<file path="config.mk">
export PLATFORM = sky130hd
export DESIGN_NAME = lmg_host_master
export DESIGN_NICKNAME = d
export VERILOG_FILES = /design/src/rtl/lmg_host_master.sv
export SDC_FILE = /design/constraint.sdc
export NUM_CORES = 1
export LEC_CHECK = 0
export BUFFER_PORTS_ARGS = -buffer_cell sky130_fd_sc_hd__buf_2
export CAP_MARGIN = 20
export CELL_PAD_IN_SITES_DETAIL_PLACEMENT = 1
export CELL_PAD_IN_SITES_GLOBAL_PLACEMENT = 1
export CORE_ASPECT_RATIO = 0.5
export CORE_MARGIN = 2
export CORE_UTILIZATION = 34
export DETAILED_ROUTE_END_ITERATION = 8
export HOLD_SLACK_MARGIN = 0.08
export PLACE_DENSITY = 0.78
export SLEW_MARGIN = 20
export SYNTH_ARGS = -nofsm -noshare
export SYNTH_HDL_FRONTEND = slang
export SYNTH_SLANG_ARGS = --single-unit
</file>
<file path="constraint.sdc">
create_clock -name clk -period 8.4 [get_ports clk]
set_input_delay 0.42 -clock clk [delete_from_list [all_inputs] [get_ports clk]]
set_output_delay 0.42 -clock clk [all_outputs]
set_load 0.005 [all_outputs]
</file>
<file path="src/rtl/lmg_host_master.sv">
// lmg_host_master: Avalon-MM master that loads a board into the move-generator control
// slave, starts it, polls for done and streams the move list out. Optional macro: LMG_HOST_TIMEOUT_EN.
module lmg_host_master #(
  parameter int DATA_WIDTH  = 32,
  parameter int ADDR_WIDTH  = 13,
  parameter int READ_CYCLES = 3,
  parameter int MAX_MOVES   = 100,
  parameter int POLL_LIMIT  = 4096
) (
  input  logic                    clk,
  input  logic                    reset,
  input  logic                    cmd_valid,
  output logic                    cmd_ready,
  input  logic [255:0]            cmd_board,
  input  logic [2:0]              cmd_ep_col,
  output logic [ADDR_WIDTH-1:0]   master_address,
  output logic                    master_read,
  output logic                    master_write,
  output logic [DATA_WIDTH-1:0]   master_writedata,
  output logic [DATA_WIDTH/8-1:0] master_byteenable,
  input  logic [DATA_WIDTH-1:0]   master_readdata,
  output logic                    res_valid,
  input  logic                    res_ready,
  output logic [DATA_WIDTH-1:0]   res_data,
  output logic                    res_last,
  output logic                    busy,
  output logic [7:0]              count,
  output logic                    error
);

  typedef enum logic [3:0] {
    S_IDLE      = 4'd0,
    S_WR_BOARD  = 4'd1,
    S_WR_CTRL   = 4'd2,
    S_WR_START  = 4'd3,
    S_POLL      = 4'd4,
    S_RD_COUNT  = 4'd5,
    S_RD_MOVES  = 4'd6,
    S_RES_OUT   = 4'd7,
    S_CLR_START = 4'd8
  } state_t;

  localparam logic [7:0]            CYC_LAST   = 8'(READ_CYCLES - 1);
  localparam logic [7:0]            MAX_CNT    = 8'(MAX_MOVES);
  localparam logic [ADDR_WIDTH-1:0] ADDR_CTRL  = ADDR_WIDTH'(0);
  localparam logic [ADDR_WIDTH-1:0] ADDR_BOARD = ADDR_WIDTH'(2);
  localparam logic [ADDR_WIDTH-1:0] ADDR_COUNT = ADDR_WIDTH'(16);
  localparam logic [ADDR_WIDTH-1:0] ADDR_MOVES = ADDR_WIDTH'(17);

  state_t                  state_r, state_nxt_s;
  logic [7:0]              idx_r, idx_nxt_s;
  logic [7:0]              cyc_r, cyc_nxt_s;
  logic [255:0]            board_r, board_nxt_s;
  logic [2:0]              ep_r, ep_nxt_s;
  logic [7:0]              count_r, count_nxt_s;
  logic                    rd_last_s;
  logic                    poll_expired_s;
  logic [7:0]              clamp_s;

  logic                    cmd_ready_r, busy_r, read_r, write_r, res_valid_r, res_last_r;
  logic [ADDR_WIDTH-1:0]   address_r;
  logic [DATA_WIDTH-1:0]   wdata_r, res_data_r;
  logic                    rd_nxt_s, wr_nxt_s, res_last_nxt_s;
  logic [ADDR_WIDTH-1:0]   addr_nxt_s;
  logic [DATA_WIDTH-1:0]   wdata_nxt_s, ctrl_s, res_data_nxt_s;

  assign rd_last_s = (cyc_r == CYC_LAST);
  assign clamp_s   = (master_readdata > DATA_WIDTH'(MAX_MOVES)) ? MAX_CNT : master_readdata[7:0];

`ifdef LMG_HOST_TIMEOUT_EN
  logic [15:0] poll_cnt_r;
  logic        error_r;

  // Poll-read counter and sticky timeout flag, cleared by the next accepted command.
  always_ff @(posedge clk or negedge reset) begin
    if (!reset) begin
      poll_cnt_r <= 16'd0;
      error_r    <= 1'b0;
    end else begin
      if (state_r == S_WR_START) begin
        poll_cnt_r <= 16'd0;
      end else if (state_r == S_POLL && rd_last_s) begin
        poll_cnt_r <= poll_cnt_r + 16'd1;
      end else begin
        poll_cnt_r <= poll_cnt_r;
      end
      if (state_r == S_IDLE && cmd_valid) begin
        error_r <= 1'b0;
      end else if (state_r == S_POLL && rd_last_s && !master_readdata[1] && poll_expired_s) begin
        error_r <= 1'b1;
      end else begin
        error_r <= error_r;
      end
    end
  end

  assign poll_expired_s = (poll_cnt_r == 16'(POLL_LIMIT - 1));
  assign error          = error_r;
`else
  assign poll_expired_s = 1'b0;
  assign error          = 1'b0;
`endif

  // State register plus the job context it walks through.
  always_ff @(posedge clk or negedge reset) begin
    if (!reset) begin
      state_r <= S_IDLE;
      idx_r   <= 8'd0;
      cyc_r   <= 8'd0;
      board_r <= 256'd0;
      ep_r    <= 3'd0;
      count_r <= 8'd0;
    end else begin
      state_r <= state_nxt_s;
      idx_r   <= idx_nxt_s;
      cyc_r   <= cyc_nxt_s;
      board_r <= board_nxt_s;
      ep_r    <= ep_nxt_s;
      count_r <= count_nxt_s;
    end
  end

  // Next-state logic: idx_r counts board words, then moves; cyc_r times each read.
  always_comb begin
    state_nxt_s = state_r;
    idx_nxt_s   = idx_r;
    cyc_nxt_s   = cyc_r;
    board_nxt_s = board_r;
    ep_nxt_s    = ep_r;
    count_nxt_s = count_r;
    case (state_r)
      S_IDLE: begin
        if (cmd_valid) begin
          state_nxt_s = S_WR_BOARD;
          idx_nxt_s   = 8'd0;
          board_nxt_s = cmd_board;
          ep_nxt_s    = cmd_ep_col;
        end else begin
          state_nxt_s = S_IDLE;
        end
      end
      S_WR_BOARD: begin
        if (idx_r == 8'd7) begin
          state_nxt_s = S_WR_CTRL;
        end else begin
          idx_nxt_s = idx_r + 8'd1;
        end
      end
      S_WR_CTRL:  state_nxt_s = S_WR_START;
      S_WR_START: begin
        state_nxt_s = S_POLL;
        cyc_nxt_s   = 8'd0;
      end
      S_POLL: begin
        if (rd_last_s) begin
          cyc_nxt_s = 8'd0;
          if (master_readdata[1]) begin
            state_nxt_s = S_RD_COUNT;
          end else if (poll_expired_s) begin
            state_nxt_s = S_CLR_START;
          end else begin
            state_nxt_s = S_POLL;
          end
        end else begin
          cyc_nxt_s = cyc_r + 8'd1;
        end
      end
      S_RD_COUNT: begin
        if (rd_last_s) begin
          cyc_nxt_s   = 8'd0;
          idx_nxt_s   = 8'd0;
          count_nxt_s = clamp_s;
          if (clamp_s == 8'd0) begin
            state_nxt_s = S_CLR_START;
          end else begin
            state_nxt_s = S_RD_MOVES;
          end
        end else begin
          cyc_nxt_s = cyc_r + 8'd1;
        end
      end
      S_RD_MOVES: begin
        if (rd_last_s) begin
          state_nxt_s = S_RES_OUT;
        end else begin
          cyc_nxt_s = cyc_r + 8'd1;
        end
      end
      S_RES_OUT: begin
        if (res_ready) begin
          cyc_nxt_s = 8'd0;
          if (idx_r == count_r - 8'd1) begin
            state_nxt_s = S_CLR_START;
          end else begin
            state_nxt_s = S_RD_MOVES;
            idx_nxt_s   = idx_r + 8'd1;
          end
        end else begin
          state_nxt_s = S_RES_OUT;
        end
      end
      S_CLR_START: state_nxt_s = S_IDLE;
      default:     state_nxt_s = S_IDLE;
    endcase
  end

  // Output logic: computed from the next state so every output lands in a register.
  always_comb begin
    wr_nxt_s       = 1'b0;
    rd_nxt_s       = 1'b0;
    addr_nxt_s     = ADDR_CTRL;
    wdata_nxt_s    = {DATA_WIDTH{1'b0}};
    ctrl_s         = DATA_WIDTH'({ep_nxt_s, 5'b00000});
    res_data_nxt_s = res_data_r;
    res_last_nxt_s = res_last_r;
    case (state_nxt_s)
      S_WR_BOARD: begin
        wr_nxt_s    = 1'b1;
        addr_nxt_s  = ADDR_BOARD + ADDR_WIDTH'(idx_nxt_s);
        wdata_nxt_s = DATA_WIDTH'(board_nxt_s[{idx_nxt_s[2:0], 5'd0} +: 32]);
      end
      S_WR_CTRL, S_CLR_START: begin
        wr_nxt_s    = 1'b1;
        wdata_nxt_s = ctrl_s;
      end
      S_WR_START: begin
        wr_nxt_s    = 1'b1;
        wdata_nxt_s = ctrl_s | DATA_WIDTH'(1);
      end
      S_POLL: rd_nxt_s = 1'b1;
      S_RD_COUNT: begin
        rd_nxt_s   = 1'b1;
        addr_nxt_s = ADDR_COUNT;
      end
      S_RD_MOVES: begin
        rd_nxt_s   = 1'b1;
        addr_nxt_s = ADDR_MOVES + ADDR_WIDTH'(idx_nxt_s);
      end
      default: begin
        wr_nxt_s = 1'b0;
        rd_nxt_s = 1'b0;
      end
    endcase
    if (state_r == S_RD_MOVES && rd_last_s) begin
      res_data_nxt_s = master_readdata;
      res_last_nxt_s = (idx_r == count_r - 8'd1);
    end else if (res_valid_r && res_ready) begin
      res_last_nxt_s = 1'b0;
    end else begin
      res_last_nxt_s = res_last_r;
    end
  end

  // Output registers; reset releases the bus in the same cycle.
  always_ff @(posedge clk or negedge reset) begin
    if (!reset) begin
      cmd_ready_r <= 1'b1;
      busy_r      <= 1'b0;
      read_r      <= 1'b0;
      write_r     <= 1'b0;
      address_r   <= ADDR_CTRL;
      wdata_r     <= {DATA_WIDTH{1'b0}};
      res_valid_r <= 1'b0;
      res_data_r  <= {DATA_WIDTH{1'b0}};
      res_last_r  <= 1'b0;
    end else begin
      cmd_ready_r <= (state_nxt_s == S_IDLE);
      busy_r      <= (state_nxt_s != S_IDLE);
      read_r      <= rd_nxt_s;
      write_r     <= wr_nxt_s;
      address_r   <= addr_nxt_s;
      wdata_r     <= wdata_nxt_s;
      res_valid_r <= (state_nxt_s == S_RES_OUT);
      res_data_r  <= res_data_nxt_s;
      res_last_r  <= res_last_nxt_s;
    end
  end

  assign cmd_ready         = cmd_ready_r;
  assign busy              = busy_r;
  assign master_read       = read_r;
  assign master_write      = write_r;
  assign master_address    = address_r;
  assign master_writedata  = wdata_r;
  assign master_byteenable = {(DATA_WIDTH/8){1'b1}};
  assign res_valid         = res_valid_r;
  assign res_data          = res_data_r;
  assign res_last          = res_last_r;
  assign count             = count_r;

endmodule

</file>
---- Word-level counts from Yosys, hierarchy flattened ----
Cells that the tools add are included.
word-level totals
  register bits ........................... 370
  output and inout port bits .............. 96
  word-level logic and storage cells ...... 87
  input bits .............................. 295
cells by class
  multiplexer cells ....................... 31
  shift operators ......................... 1
  $add $sub $neg .......................... 5
  reductions and logical operators ........ 14
  equality and inequality tests ........... 20
  magnitude comparators ................... 1
operators with widths
  cell                                                                               count
  256-bit 2-to-1 mux                                                                 2
  256-bit by 9-bit indexed part select with 32-bit output                            1
  32-bit one-hot mux with 3 select lines                                             1
  8-bit 2-to-1 mux                                                                   9
  8-bit one-hot mux with 4 select lines                                              2
  4-bit by 3-bit equality test with 1-bit output (second input constant)             8
  32-bit by 7-bit greater-than comparator with 1-bit output (second input constant)  1
  4-bit one-hot mux with 8 select lines                                              1
  4-bit 2-to-1 mux                                                                   7
  9-bit one-hot mux with 3 select lines                                              1
  8-bit by 1-bit adder with 8-bit output (second input constant)                     2
  4-bit by 2-bit equality test with 1-bit output (second input constant)             4
  2-bit by 8-bit adder with 9-bit output (first input constant)                      1
  5-bit by 8-bit adder with 9-bit output (first input constant)                      1
  4-bit by 1-bit equality test with 1-bit output (second input constant)             2
  8-bit by 2-bit equality test with 1-bit output (second input constant)             1
  8-bit by 3-bit equality test with 1-bit output (second input constant)             1
  8-bit equality test                                                                1
  4-bit zero test                                                                    2
  8-bit zero test                                                                    1
  4-bit nonzero test                                                                 2
  8-bit by 1-bit subtractor with 8-bit output (second input constant)                1
  1-bit 2-to-1 mux                                                                   6
  3-bit 2-to-1 mux                                                                   2
  other kinds (9)                                                                    12

---- Logic depth before layout (Yosys ltp) ----
  word-level depth ........................ 9
  gate-level depth with buffers ........... 19
  gate-level depth less buffers ........... 15

---- Worst setup path before layout ----
Ideal clock, no wire load.
  kind .................................... register -> register
  start point ............................. register count_r[0], in the netlist count[0]
  end point ............................... register address_r[7], in the netlist master_address[7]
  clock period less this slack ............ 3.926 ns
  arrival time ............................ 3.805 ns
  required time ........................... 8.279 ns
  buffers on the path ..................... 3
  setup slack ............................. 4.474 ns
  cell stages (with the launch flop) ...... 19
  setup time .............................. 0.121 ns
  cell sequence ........................... dfrtp_1 > clkbuf_1 > inv_1 > ha_1 > clkbuf_1 > nand3b_1 > a21oi_1 > or4_1 > nor3b_4 > a21oi_2 > o21ai_1 > a21boi_1 > inv_2 > buf_2 > ha_1 > nand4_1 > a211oi_1 > xor2_1 > a22o_1
between the ends
  word-level cells in the longest chain between the ends .. 7
  elaborated cells on any way between the ends .. 14
  those cells by class .................... add/sub: 3; eq/ne: 4; mux: 7
RTL lines
  what                                                                                              line      RTL
  from (decl)                                                                                       55        logic [7:0] count_r, count_nxt_s;
  from (signal assigned)                                                                            119       count_r <= count_nxt_s;
  8-bit by 1-bit subtractor with 8-bit output (*)                                                   192       if (idx_r == count_r - 8'd1) begin
  8-bit equality test (*)                                                                           192
  8-bit 2-to-1 mux (*)                                                                              192
  8-bit 2-to-1 mux (*)                                                                              190       if (res_ready) begin
  8-bit one-hot mux with 4 select lines (*)                                                         131       case (state_r)
  net idx_nxt_s[1]                                                                                  51        logic [7:0] idx_r, idx_nxt_s;
  5-bit by 8-bit adder with 9-bit output or 2-bit by 8-bit adder with 9-bit output (tied branches)  237, 219
  9-bit one-hot mux with 3 select lines (*)                                                         216       case (state_nxt_s)
  net addr_nxt_s[7]                                                                                 64        logic [ADDR_WIDTH-1:0] addr_nxt_s;
  to (signal assigned)                                                                              271       address_r <= addr_nxt_s;
  to (decl)                                                                                         61        logic [ADDR_WIDTH-1:0] address_r;
Mark *: on every way through the listed nets, which the timed path passes. The rest lies on a longest branch.
A chain may end at the register's enable or synchronous reset.

---- Worst setup path in the final report ----
  start point ............................. register count_r[0], in the netlist count[0]
  end point ............................... register address_r[6], in the netlist master_address[6]
between the ends
  word-level cells in the longest chain between the ends .. 7
  elaborated cells on any way between the ends .. 14
  those cells by class .................... add/sub: 3; eq/ne: 4; mux: 7
RTL lines
  what                                                                                            line  RTL
  8-bit by 1-bit subtractor with 8-bit output (*)                                                 192
  8-bit equality test (*)                                                                         192
  8-bit 2-to-1 mux or 4-bit 2-to-1 mux (tied branches)                                            192
  8-bit 2-to-1 mux or 4-bit 2-to-1 mux (tied branches)                                            190
  8-bit one-hot mux with 4 select lines or 4-bit one-hot mux with 8 select lines (tied branches)  131
  5-bit by 8-bit adder with 9-bit output, or another cell as far along                            237   addr_nxt_s = ADDR_MOVES + ADDR_WIDTH'(idx_nxt_s);
  9-bit one-hot mux with 3 select lines (*)                                                       216
  net addr_nxt_s[6]                                                                               64
Marked as above.

==> flow_summary.yaml <==
power:
  vdd_drop_max_uv: 207
  p_per_area_nw_per_um2: 293
  pwr-share-seq: 0.382
  p_int_uw: 3960
  power.switching_uw: 2080
  p_leak_uw: 0.0111
  combPwrFrac: 0.329
  clkPwrFrac: 0.289
  netSwitchingFraction: 0.345
timing:
  tightest_slew_ns: 1.09
  finalHoldViolations: 0
  drv_slew: 0
  grt_setup_unrepaired: "false"
  setup_viol: 0
  clock-skew-final_ns: 0.0228
  tns_ns: 0
  layout_min_cycle_time_ns: 4.96
  fin_ws_ns: 3.44
  min_period_over_period: 0.590
  whs_ns: 0.0950
  clock.fmax_ghz: 0.202
  slew_headroom: 0.274
drt:
  viasPerCell: 4.95
  wirelength_mm: 55.2
  drtAntennaViolNets: 0
  wl_per_cell_um: 19.7
  drc: 0
  first_pass_iters: 4
  vias: 13873
  drtIter0Drc: 808
synthesis:
  synthTopCellsByCount: "nand2_1 (809), dfrtp_1 (365), mux2i_1 (153), clkbuf_1 (74), mux2_2 (65)"
  post-synth-top-count-cell: "nand2_1"
  synth_compound_area_frac: 0.0570
  synth_area_leader_cell: "dfrtp_1"
  synthAdderAreaFrac: 0.00443
  synth_top_cell_area_share: 0.539
  ys_async_sr_fraction: 1.00
  synth_xor_area_frac: 0.00827
  synth_area_leaders: "dfrtp_1 (54%), nand2_1 (18%), mux2i_1 (9.0%)"
  synth_simple_gate_area_frac: 0.221
  yosys_warnings: 0
  synth-seq-cells: 366
  synth_edf_count: 0
  yosysSeqAreaShare: 0.541
  synth_cells: 1785
  synth_ff_type: "dfrtp_1"
  syn_area_sq_um: 16900
  synthMuxAreaShare: 0.134
  syn_area_per_cell_sq_um: 9.49
  synth_top_family_by_area: "simple AND/OR/NAND/NOR gates"
  yosysUniqueCellTypes: 73
placement:
  place_inst: 2729
  io_buffers: 381
  dp_hpwl_mm: 39.0
  place_ws_ns: 3.52
  place_congestion: 0.850
hold_path:
  min_path_type: "in -> reg"
  whs_path_depth: 3
  min_from: "cmd_board[122]"
  worstHoldEndpoint: "board_r[122]$_DFF_PN0_"
floorplan:
  die_area_sq_um: 51700
  initial_core_util: 0.347
  die_w_um: 320
  core-area_sq_um: 48900
  chipHeight_um: 162
  fp-row-count: 57
  io_pins: 391
outcome:
  status: "complete, no violations"
cts:
  cts.path.max_buffers: 3
  cts_setup_buffers: 0
  clkLatencyLatePin_ns: 0.55
  cts_tree: "yes"
  root_buffer: "clkbuf_16"
  cts_max_level: 2
  cts.sinks: 366
  clk_pin_slew_ns: 0.07
  numCtsBuffers: 37
final_layout:
  drive_gt1_frac: 0.255
  final_nets: 2424
  syn2layout_area_growth_pct: 21.9
  fin_util: 0.423
  instances_no_fill: 2803
global_route:
  grt_max_degree: 153
  grt_usage: 0.211
  antenna_found_initial: 4
  grt-ovfl-total: 0
  first_global_vias: 15234
  grt_pass1_wl_mm: 85.2
critical_path:
  crit_slowest_cell: "inv_6"
  cp-start-kind: "register"
  r2r-start: "count[0]$_DFFE_PN0P_"
  cp_top_family: "simple AND/OR/NAND/NOR gates"
  r2r_slack_ns: 3.44
  arrival_ns: 5.38
  reg2reg_to: "master_address[6]$_DFF_PN0_"
  critPathBufInv: 2
  critPathMaxFanout: 73
  worstSetupPathType: "reg -> reg"
  cp_cell_sequence: "inv_1, ha_1, nand3b_1, a21oi_1, or4_1, nor4b_1, a21bo_2, nand2b_1, nand2_4, inv_6, ha_1, nand3_1, a21oi_1, xnor2_1, a22o_1"
  cp-end-kind: "register"
  r2r_cells: 15
  worst-endpoint-required_ns: 8.82
  cp_slowest_stage_delay_ns: 0.80
flow_run:
  drv_cap: 0
-- power by group through the flow --
stage / clock [uW] / combinational, uW / sequential (uW)
floorplan: 0 / 1410 / 2300
global placement: 0 / 1940 / 2320
detailed placement: 0 / 1990 / 2340
CTS: 1780 / 2020 / 2310
global route: 1860 / 2180 / 2350
finish: 1750 / 1990 / 2310
-- layout by cell type, fill, tap and decap left out, types with 3 or more instances in the layout --
cell type,instances
nand2_1,809
buf_2,380
dfrtp_1,365
mux2i_1,153
mux2_2,65
clkbuf_16,38
o2bb2ai_1,28
nor2_1,25
a21oi_1,18
nand3_1,17
inv_1,16
o21ai_1,14
clkbuf_8,14
o21ai_0,13
nor4_1,12
buf_4,12
nor3_1,10
conb_1,9
xor2_1,8
xnor2_1,8
nand2b_1,8
and3_1,8
a22o_1,8
ha_1,6
clkinv_2,6
nor2b_1,5
and2_1,5
diode_2,4
nand4_1,4
or3_1,4
o21a_1,4
a31oi_1,4
dlygate4sd3_1,4
a211oi_1,3
nand3b_1,3
or2_2,3
o31ai_1,3
o211ai_1,3
clkbuf_1,3
-- stage by stage --
| stage | cell area (sq um) | total power (uW) |
|---|---|---|
| after detailed placement | 19300 | 4330 |
| after global placement | 19300 | 4260 |
| after global routing | 20700 | 6390 |
| final | 20700 | 6040 |
| after floorplan | 17000 | 3700 |
| after CTS | 20600 | 6100 |
-- per-layer routing --
layer	global-route usage	part of all wire	up-vias
met4	0.115	0.056	0
met2	0.405	0.55	223
met1	0.223	0.37	7013
li1	-	-	6509
met5	0	0	-
met3	0.0312	0.028	128
-- cell families after synthesis --
kind of cell / Yosys count
multiplexers: 218
AO/OA/AOI/OAI: 123
adder cells (fa/ha/maj): 6
flip-flops: 366
AND/OR/NAND/NOR: 930
other: 2
XOR/XNOR: 16
buffers and inverters: 124
-- repair_timing --
action	in CTS	in global routing
hold buffers	4	0
hold endpoints to repair	100	0
gates resized for setup	0	0
endpoints found under the setup margin	0	0
-- worst min-delay path: cells and delay by family --
kind | cells | cell delay, ns
and+or+nand+nor | 2 | 0.11
buffers and inverters | 1 | 0.07
-- how the worst max path moves through the flow --
stage,from,end,slack [ns],depth (start not counted)
2_1_floorplan,count[0]$_DFFE_PN0P_,master_address[7]$_DFF_PN0_,4.47,18
3_3_place_gp,count[2]$_DFFE_PN0P_,master_address[6]$_DFF_PN0_,3.62,13
3_5_place_dp,count[0]$_DFFE_PN0P_,master_address[6]$_DFF_PN0_,3.52,15
4_1_cts,count[0]$_DFFE_PN0P_,master_address[6]$_DFF_PN0_,3.46,15
5_1_grt,count[0]$_DFFE_PN0P_,master_address[6]$_DFF_PN0_,3.13,15
6_report,count[0]$_DFFE_PN0P_,master_address[6]$_DFF_PN0_,3.44,15
-- area by class of cell --
cell class	count	area (sq um)
multi-input cells	1302	7260
flip-flops and latches	366	9160
well taps	649	812
repair buffers	398	2070
diodes	4	10.0
clock inverters	11	121
fillers	5656	28200
inverters	18	75.1
clock buffers	55	1150
-- registers in the layout, summed over array words and instances, names as in the netlist --
name              count
master_read           1
idx_r                 8
count                 8
master_address        9
busy                  1
res_valid             1
cyc_r                 8
res_data             32
cmd_ready             1
master_writedata     32
master_write          1
state_r               4
ep_r                  3
board_r             256
res_last              1
(Power assumes the default switching activity.)
